File: config.mk
export PLATFORM = sky130hd
export DESIGN_NAME = ram_arbiter_flat
export DESIGN_NICKNAME = d
export VERILOG_FILES = /design/src/rtl/ram_arbiter_if.sv /design/src/rtl/ram_arbiter.sv /design/src/flat_wrapper.sv
export SDC_FILE = /design/constraint.sdc
export NUM_CORES = 1
export LEC_CHECK = 0
export CORE_UTILIZATION = 38
export DETAILED_ROUTE_END_ITERATION = 10
export HOLD_SLACK_MARGIN = 0.03
export PLACE_DENSITY_LB_ADDON = 0.25
export SYNTH_ARGS = -nofsm -noshare
export SYNTH_HDL_FRONTEND = slang
export SYNTH_SLANG_ARGS = --single-unit
File: constraint.sdc
create_clock -name clk -period 1.65 [get_ports clk]
set_input_delay 0.33 -clock clk [delete_from_list [all_inputs] [get_ports clk]]
set_output_delay 0.33 -clock clk [all_outputs]
set_load 0.03 [all_outputs]
File: src/rtl/ram_arbiter_if.sv
// ram_arbiter_if: CPU/video requester ports and RAM bus bundled for ram_arbiter.
// master = requesters plus RAM (the arbiter's environment), slave = the arbiter itself.
interface ram_arbiter_if #(
    parameter int ADDR_WIDTH = 16,
    parameter int DATA_WIDTH = 8
);
    logic                  cpu_req;
    logic                  cpu_we;
    logic [ADDR_WIDTH-1:0] cpu_addr;
    logic [DATA_WIDTH-1:0] cpu_wdata;
    logic                  cpu_ack;
    logic [DATA_WIDTH-1:0] cpu_rdata;
    logic                  cpu_rvalid;
    logic                  vid_req;
    logic [ADDR_WIDTH-1:0] vid_addr;
    logic                  vid_ack;
    logic [DATA_WIDTH-1:0] vid_rdata;
    logic                  vid_rvalid;
    logic                  ram_cs;
    logic                  ram_we;
    logic [ADDR_WIDTH-1:0] ram_addr;
    logic [DATA_WIDTH-1:0] ram_wdata;
    logic [DATA_WIDTH-1:0] ram_rdata;

    modport master (
        output cpu_req, cpu_we, cpu_addr, cpu_wdata, vid_req, vid_addr, ram_rdata,
        input  cpu_ack, cpu_rdata, cpu_rvalid, vid_ack, vid_rdata, vid_rvalid,
        input  ram_cs, ram_we, ram_addr, ram_wdata
    );

    modport slave (
        input  cpu_req, cpu_we, cpu_addr, cpu_wdata, vid_req, vid_addr, ram_rdata,
        output cpu_ack, cpu_rdata, cpu_rvalid, vid_ack, vid_rdata, vid_rvalid,
        output ram_cs, ram_we, ram_addr, ram_wdata
    );
endinterface

File: src/rtl/ram_arbiter.sv
// ram_arbiter: arbitrates a CPU (read/write) and a video fetcher (read-only) onto one synchronous RAM.
// Optional macro RAM_ARB_ROUND_ROBIN_EN: alternate grants on contention; otherwise video always wins.
module ram_arbiter #(
    parameter int ADDR_WIDTH = 16,
    parameter int DATA_WIDTH = 8
) (
    input logic          clk,
    input logic          rst_n,
    ram_arbiter_if.slave bus
);
    typedef enum logic [1:0] {IDLE, ACCESS, RDATA} state_t;

    state_t                state, state_nxt;
    logic                  grant, pick_vid, gnt_vid, gnt_vid_nxt;
    logic                  cs_nxt, we_nxt, cpu_ack_nxt, vid_ack_nxt;
    logic                  cpu_rvalid_nxt, vid_rvalid_nxt;
    logic [ADDR_WIDTH-1:0] addr_nxt;
    logic [DATA_WIDTH-1:0] wdata_nxt, cpu_rdata_nxt, vid_rdata_nxt;

`ifdef RAM_ARB_ROUND_ROBIN_EN
    logic ptr_vid;
    assign pick_vid = bus.vid_req & (~bus.cpu_req | ptr_vid);
`else
    assign pick_vid = bus.vid_req;
`endif
    assign grant = (state == IDLE) & (bus.cpu_req | bus.vid_req);

    // State, priority pointer and all registered outputs
    always_ff @(posedge clk) begin
        if (!rst_n) begin
            state          <= IDLE;
            gnt_vid        <= 1'b0;
            bus.ram_cs     <= 1'b0;
            bus.ram_we     <= 1'b0;
            bus.ram_addr   <= '0;
            bus.ram_wdata  <= '0;
            bus.cpu_ack    <= 1'b0;
            bus.vid_ack    <= 1'b0;
            bus.cpu_rvalid <= 1'b0;
            bus.vid_rvalid <= 1'b0;
            bus.cpu_rdata  <= '0;
            bus.vid_rdata  <= '0;
`ifdef RAM_ARB_ROUND_ROBIN_EN
            ptr_vid        <= 1'b1;
`endif
        end else begin
            state          <= state_nxt;
            gnt_vid        <= gnt_vid_nxt;
            bus.ram_cs     <= cs_nxt;
            bus.ram_we     <= we_nxt;
            bus.ram_addr   <= addr_nxt;
            bus.ram_wdata  <= wdata_nxt;
            bus.cpu_ack    <= cpu_ack_nxt;
            bus.vid_ack    <= vid_ack_nxt;
            bus.cpu_rvalid <= cpu_rvalid_nxt;
            bus.vid_rvalid <= vid_rvalid_nxt;
            bus.cpu_rdata  <= cpu_rdata_nxt;
            bus.vid_rdata  <= vid_rdata_nxt;
`ifdef RAM_ARB_ROUND_ROBIN_EN
            if (grant & bus.cpu_req & bus.vid_req)
                ptr_vid <= ~ptr_vid;
`endif
        end
    end

    // Next state: grant leaves IDLE, a read detours through RDATA for the RAM's one-cycle latency
    always_comb begin
        state_nxt = grant ? ACCESS : (state == ACCESS && !bus.ram_we) ? RDATA : IDLE;
    end

    // Next output values: load RAM bus on grant, drop strobes otherwise, capture read data in RDATA
    always_comb begin
        cs_nxt         = grant;
        cpu_ack_nxt    = grant & ~pick_vid;
        vid_ack_nxt    = grant & pick_vid;
        we_nxt         = grant & ~pick_vid & bus.cpu_we;
        addr_nxt       = grant ? (pick_vid ? bus.vid_addr : bus.cpu_addr) : bus.ram_addr;
        wdata_nxt      = (grant & ~pick_vid) ? bus.cpu_wdata : bus.ram_wdata;
        gnt_vid_nxt    = grant ? pick_vid : gnt_vid;
        cpu_rvalid_nxt = (state == RDATA) & ~gnt_vid;
        vid_rvalid_nxt = (state == RDATA) & gnt_vid;
        cpu_rdata_nxt  = cpu_rvalid_nxt ? bus.ram_rdata : bus.cpu_rdata;
        vid_rdata_nxt  = vid_rvalid_nxt ? bus.ram_rdata : bus.vid_rdata;
    end
endmodule

File: src/flat_wrapper.sv
// flat-port wrapper written by rule: the top's interface ports become plain ports
module ram_arbiter_flat 
#(
    parameter int ADDR_WIDTH = 16,
    parameter int DATA_WIDTH = 8
)
  (clk, rst_n, bus_cpu_req, bus_cpu_we, bus_cpu_addr, bus_cpu_wdata, bus_vid_req, bus_vid_addr, bus_ram_rdata, bus_cpu_ack, bus_cpu_rdata, bus_cpu_rvalid, bus_vid_ack, bus_vid_rdata, bus_vid_rvalid, bus_ram_cs, bus_ram_we, bus_ram_addr, bus_ram_wdata);
  ram_arbiter_if #(.ADDR_WIDTH(ADDR_WIDTH), .DATA_WIDTH(DATA_WIDTH)) bus_i ();
  input logic clk;
  input logic rst_n;
  input wire logic [$bits(bus_i.cpu_req)-1:0] bus_cpu_req;
  input wire logic [$bits(bus_i.cpu_we)-1:0] bus_cpu_we;
  input wire logic [$bits(bus_i.cpu_addr)-1:0] bus_cpu_addr;
  input wire logic [$bits(bus_i.cpu_wdata)-1:0] bus_cpu_wdata;
  input wire logic [$bits(bus_i.vid_req)-1:0] bus_vid_req;
  input wire logic [$bits(bus_i.vid_addr)-1:0] bus_vid_addr;
  input wire logic [$bits(bus_i.ram_rdata)-1:0] bus_ram_rdata;
  output wire logic [$bits(bus_i.cpu_ack)-1:0] bus_cpu_ack;
  output wire logic [$bits(bus_i.cpu_rdata)-1:0] bus_cpu_rdata;
  output wire logic [$bits(bus_i.cpu_rvalid)-1:0] bus_cpu_rvalid;
  output wire logic [$bits(bus_i.vid_ack)-1:0] bus_vid_ack;
  output wire logic [$bits(bus_i.vid_rdata)-1:0] bus_vid_rdata;
  output wire logic [$bits(bus_i.vid_rvalid)-1:0] bus_vid_rvalid;
  output wire logic [$bits(bus_i.ram_cs)-1:0] bus_ram_cs;
  output wire logic [$bits(bus_i.ram_we)-1:0] bus_ram_we;
  output wire logic [$bits(bus_i.ram_addr)-1:0] bus_ram_addr;
  output wire logic [$bits(bus_i.ram_wdata)-1:0] bus_ram_wdata;
  assign bus_i.cpu_req = bus_cpu_req;
  assign bus_i.cpu_we = bus_cpu_we;
  assign bus_i.cpu_addr = bus_cpu_addr;
  assign bus_i.cpu_wdata = bus_cpu_wdata;
  assign bus_i.vid_req = bus_vid_req;
  assign bus_i.vid_addr = bus_vid_addr;
  assign bus_i.ram_rdata = bus_ram_rdata;
  assign bus_cpu_ack = bus_i.cpu_ack;
  assign bus_cpu_rdata = bus_i.cpu_rdata;
  assign bus_cpu_rvalid = bus_i.cpu_rvalid;
  assign bus_vid_ack = bus_i.vid_ack;
  assign bus_vid_rdata = bus_i.vid_rdata;
  assign bus_vid_rvalid = bus_i.vid_rvalid;
  assign bus_ram_cs = bus_i.ram_cs;
  assign bus_ram_we = bus_i.ram_we;
  assign bus_ram_addr = bus_i.ram_addr;
  assign bus_ram_wdata = bus_i.ram_wdata;
  ram_arbiter #(.ADDR_WIDTH(ADDR_WIDTH), .DATA_WIDTH(DATA_WIDTH)) u_core (.clk(clk), .rst_n(rst_n), .bus(bus_i));
endmodule
# After elaboration in Yosys (flattened, before gate mapping)
# Cells that the tools add are included.
# totals
in_bits,53
n_memories,0
latch_bits,0
rom_bits,0
out_inout_bits,46
mem_bits_rw,0
reg_bits,49
elab_cells,32
# classes
bitwise_logic,10
magnitude_cmp,0
addsub,0
multipliers,0
div,0
n_reduce_logical,4
shifts,0
n_eq_ne,2
mux,3
# ops
operator,n
16-bit two-way mux,1
1-bit bitwise AND,6
1-bit inverter,3
2-bit by 1-bit equality test with 1-bit output (second input constant),1
2-bit equality test (second input constant),1
2-bit logical NOT,1
2-bit two-way mux,1
2-bit OR reduction,1
1-bit logical AND,1
1-bit logical NOT,1
1-bit two-way mux,1
1-bit OR,1

# Logic depth before layout (Yosys ltp)
# Gate-level depths: netlist (run 1).
# logic_depth
ltp_word,4
depth_mapped,5
mapped_depth_nobuf,3

# Worst setup path after synthesis (run 1)
# Ideal clock, no wire load.
# synth_path
path_type,flip-flop to flip-flop
startpoint,reg u_core.state[0]
endpoint,reg u_core.bus.ram_wdata[5]
synth_period_minus_slack_ns,1.333
stages_incl_launch_ff,5
arrival_ns,1.200
t_required_ns,1.518
path_slack_ns,0.317
cell_sequence,dfxtp_1 or4b_1 buf_2 nand2_1 a21oi_1
# synth_between
elab_chain_len,3
# synth_rtl
element,line_no,text
"start, declared",ram_arbiter.sv:13,"state_t state, state_nxt;"
"start signal, assigned",ram_arbiter.sv:47,state <= state_nxt;
2-bit logical NOT,ram_arbiter.sv:26,assign grant = (state == IDLE) & (bus.cpu_req | bus.vid_req);
1-bit bitwise AND,ram_arbiter.sv:26,
1-bit bitwise AND,ram_arbiter.sv:78,wdata_nxt = (grant & ~pick_vid) ? bus.cpu_wdata : bus.ram_wdata;
"end signal, assigned",ram_arbiter.sv:52,bus.ram_wdata <= wdata_nxt;
"end, declared",ram_arbiter_if.sv:34,"output ram_cs, ram_we, ram_addr, ram_wdata"
# No other way between the ends.
# A chain may end at the register's enable or synchronous reset.

# Worst setup path after layout (run 1)
# layout_path
startpoint,in bus_vid_req
endpoint,reg u_core.bus.ram_wdata[6]
# layout_between
elab_chain_len,3
elab_cells_between_ends,4
# layout_rtl
element,line_no,text
"start, declared",flat_wrapper.sv:15,input wire logic [$bits(bus_i.vid_req)-1:0] bus_vid_req;
1-bit OR,ram_arbiter.sv:26,
1-bit bitwise AND,ram_arbiter.sv:26,
1-bit bitwise AND *,ram_arbiter.sv:78,
# Mark *: on every way between the ends. The rest lies on a longest branch, timed or not.

==> metrics.md, run 1 <==
| Metric | Value |
|---|---|
| Outcome | `complete, no violations` |
| Cell row count | `24` |
| Fillcell total | `358` |
| Routed WL | `4.395 mm` |
| Final cell count without fillers | `323` |
| Share of cells above drive strength 1 | `8.487%` |
| HP Class | `reg2reg` |
| Max VDD drop | `529.0 uV` |
| DRT antenna net count | `0` |
| Post-Syn Nets | `216` |
| WS Path Type | `in2reg` |
| DP HPWL | `3.163 mm` |
| Initial Utilization | `40.04%` |
| Area post-placement | `2854 um^2` |
| Die Height | `69.97 um` |
| Endpoints failing setup | `0` |
| Clk root buf | `clkbuf_8` |
| Yosys warns | `0` |
| GR Overflow Total | `0` |
| Residual DRC | `0` |
| # Post-CTS Setup Buffers | `0` |
| Final slew viol count | `0` |
| Die ar. | `4895 um^2` |
| Hold-fix buffers, CTS | `0` |
| I/O pin cnt | `99` |
| TritonCTS clock tree | `built` |
| 1st-iter DRT viols | `40` |
| Vias in the first global route | `1549` |
| Post-synth top area cell | `dfxtp_1` |
| Routed len/inst | `13.61 um` |
| Mapped Cells | `163` |
| Clock transition at path regs | `0.08 ns` |
| Area growth, synth to finish | `70.56%` |
| Largest net degree at the start of global routing | `17` |
| Layout Nets | `323` |
| First-pass GRT wire length | `7.010 mm` |
| Final period utilization | `89.99%` |
| Total CTS buffers | `5` |
| Design area | `2994 um^2` |
| Leak Pwr | `1.747 nW` |
| Clock skew | `0.003626 ns` |
| CP required | `1.83 ns` |
| Fin Setup TNS | `0 ns` |
| Drt via density | `4.842` |
| Synth top area cells | `dfxtp_1, mux2i_1, o2bb2ai_1, nor2_1, nand2_1` |
| Avg Inst Size Synth | `10.77 um^2` |
| Drt pass-1 iters | `4` |
| Fmax | `673.5 MHz` |
| Clock Latency Late Sink | `0.29 ns` |
| Worst-Margin Slew | `0.3441 ns` |
| Minimum clock period after layout | `1.485 ns` |
| Post-synth top area share | `54.74%` |
| Critical Path Start Type | `input pin` |
| Register area share after synthesis | `54.74%` |
| Final Hold Viols | `0` |
| Worst slew margin | `77.02%` |
| Yosys reg bits | `48` |
| Hold_ws | `0.4186 ns` |
| Initial antenna violation count | `0` |
| Dpl cells | `315` |
| Crit path max fanout | `8` |
| RSZ-0062 raised after global routing | `false` |
| Global-route usage over all layers | `17.78%` |
| Core area | `4384 um^2` |
| Max-cap viol count | `0` |
| GP Congestion | `0.7091` |
| Crit path DAT | `1.67 ns` |
| # diodes | `0` |
| Number of I/O port buffers | `98` |
| Overall Power | `2.514 mW` |
| H-tree Lvls | `2` |
| Pwr/cell area | `839.7 nW/um^2` |
| Die width | `69.97 um` |
| Worst setup EP type | `flop` |
| CTS Buffer Depth | `2` |
| Synthesized cell area | `1755 um^2` |
| TritonCTS Sinks | `48` |
| Routed vias | `1564` |
| Distinct cells, synth | `21` |
## synthesized netlist by cell type, drive strengths merged
library cell,instances
dfxtp,48
mux2i,32
nor2,20
nand2,16
o2bb2ai,16
a21oi,8
buf,8
clkbuf,2
nand3b,2
nor3b,2
nor4b,2
a21o,1
and2,1
and3,1
clkinv,1
inv,1
o31a,1
or4b,1
## critical path, stage by stage
cell and delay [ns]:
clkdlybuf4s50_1 0.43, or4b_1 0.70, nand2_1 0.14, a21oi_1 0.07
## layout make-up
| cell class | count | area [um^2] | area share [%] |
|---|---|---|---|
| Clock inverter | 2 | 10.01 | 0.3343 |
| Inverter | 2 | 7.507 | 0.2507 |
| Tap cell | 52 | 65.06 | 2.173 |
| Clock buffer | 6 | 82.58 | 2.758 |
| Sequential cell | 48 | 960.9 | 32.09 |
| Multi-Input combinational cell | 103 | 737.0 | 24.61 |
| Timing Repair Buffer | 110 | 1131 | 37.78 |
## where the power goes
group / switching [mW] / internal (mW) / total, mW
logic: 0.271 / 0.276 / 0.547
clock network: 0.370 / 0.335 / 0.705
registers: 0.0373 / 1.23 / 1.26
total: 0.678 / 1.84 / 2.51
## through the flow
stage | util (%) | setup WS [ns]
after floorplan | - | 0.3174
after global placement | 65.10 | -0.1011
after detailed placement | 65.10 | -0.1245
after CTS | 66.70 | 0.002058
after global routing | 68.29 | 0.1138
final | 68.29 | 0.1651
## cell usage in the layout (no fill, tap or decap), drive strengths merged
master / n
a21o: 1
a21oi: 8
and2: 1
and3: 1
buf: 12
clkbuf: 6
clkdlybuf4s50: 52
clkinv: 3
dfxtp: 48
dlygate4sd2: 18
dlymetal6s2s: 28
inv: 1
mux2i: 32
nand2: 16
nand3b: 2
nor2: 20
nor3b: 2
nor4b: 2
o2bb2ai: 16
o31a: 1
or4b: 1
## final timing paths
check	to	from	cells past startpoint	slack [ns]
worst min register to register	u_core.state[1]$_SDFF_PP0_	u_core.bus.ram_we$_SDFF_PN0_	1	0.42
worst min-delay path	u_core.state[1]$_SDFF_PP0_	u_core.bus.ram_we$_SDFF_PN0_	1	0.42
worst max-delay path	u_core.bus.ram_wdata[6]$_SDFFE_PN0P_	bus_vid_req	4	0.17
worst max register to register	u_core.bus.ram_wdata[6]$_SDFFE_PN0P_	u_core.state[1]$_SDFF_PP0_	3	0.27
## flip-flops by register name (all words and copies together), names as in the netlist, 2 cells and up
register,count
u_core.bus.ram_addr,16
u_core.bus.ram_wdata,8
u_core.bus.vid_rdata,8
u_core.state,2
u_core.bus.cpu_rdata,8
## routing by layer
layer	part of all wire (%)	track usage (%)	vias up
met5	0	0	-
met3	7.3	6.926	2
met1	43	21.71	724
met2	49	29.38	56
li1	-	-	782
met4	0.39	4.222	0
## cells by family (layout without fill, tap and decap cells)
kind of cell / after synthesis / count (layout) / synth area share [%]
AND/OR/NAND/NOR: 45 / 45 / 12.26
buffers and inverters: 12 / 120 / 3.563
multiplexers: 32 / 32 / 18.25
AO/OA/AOI/OAI: 26 / 26 / 11.19
flip-flops: 48 / 48 / 54.74
## what timing repair did
action                                 in CTS  in global routing
resized for setup                          18                 28
endpoints found under the hold margin       0                  0
setup endpoints to repair                  18                 28
(Power assumes the default switching activity.)
==> run 2, diff against run 1 <==
GPL_ROUTABILITY_DRIVEN = 0   (was default)
TNS_END_PERCENT = 10   (was default)
==> results of run 2 <==
Final layout, timing and power as in run 1 (identical DEF).
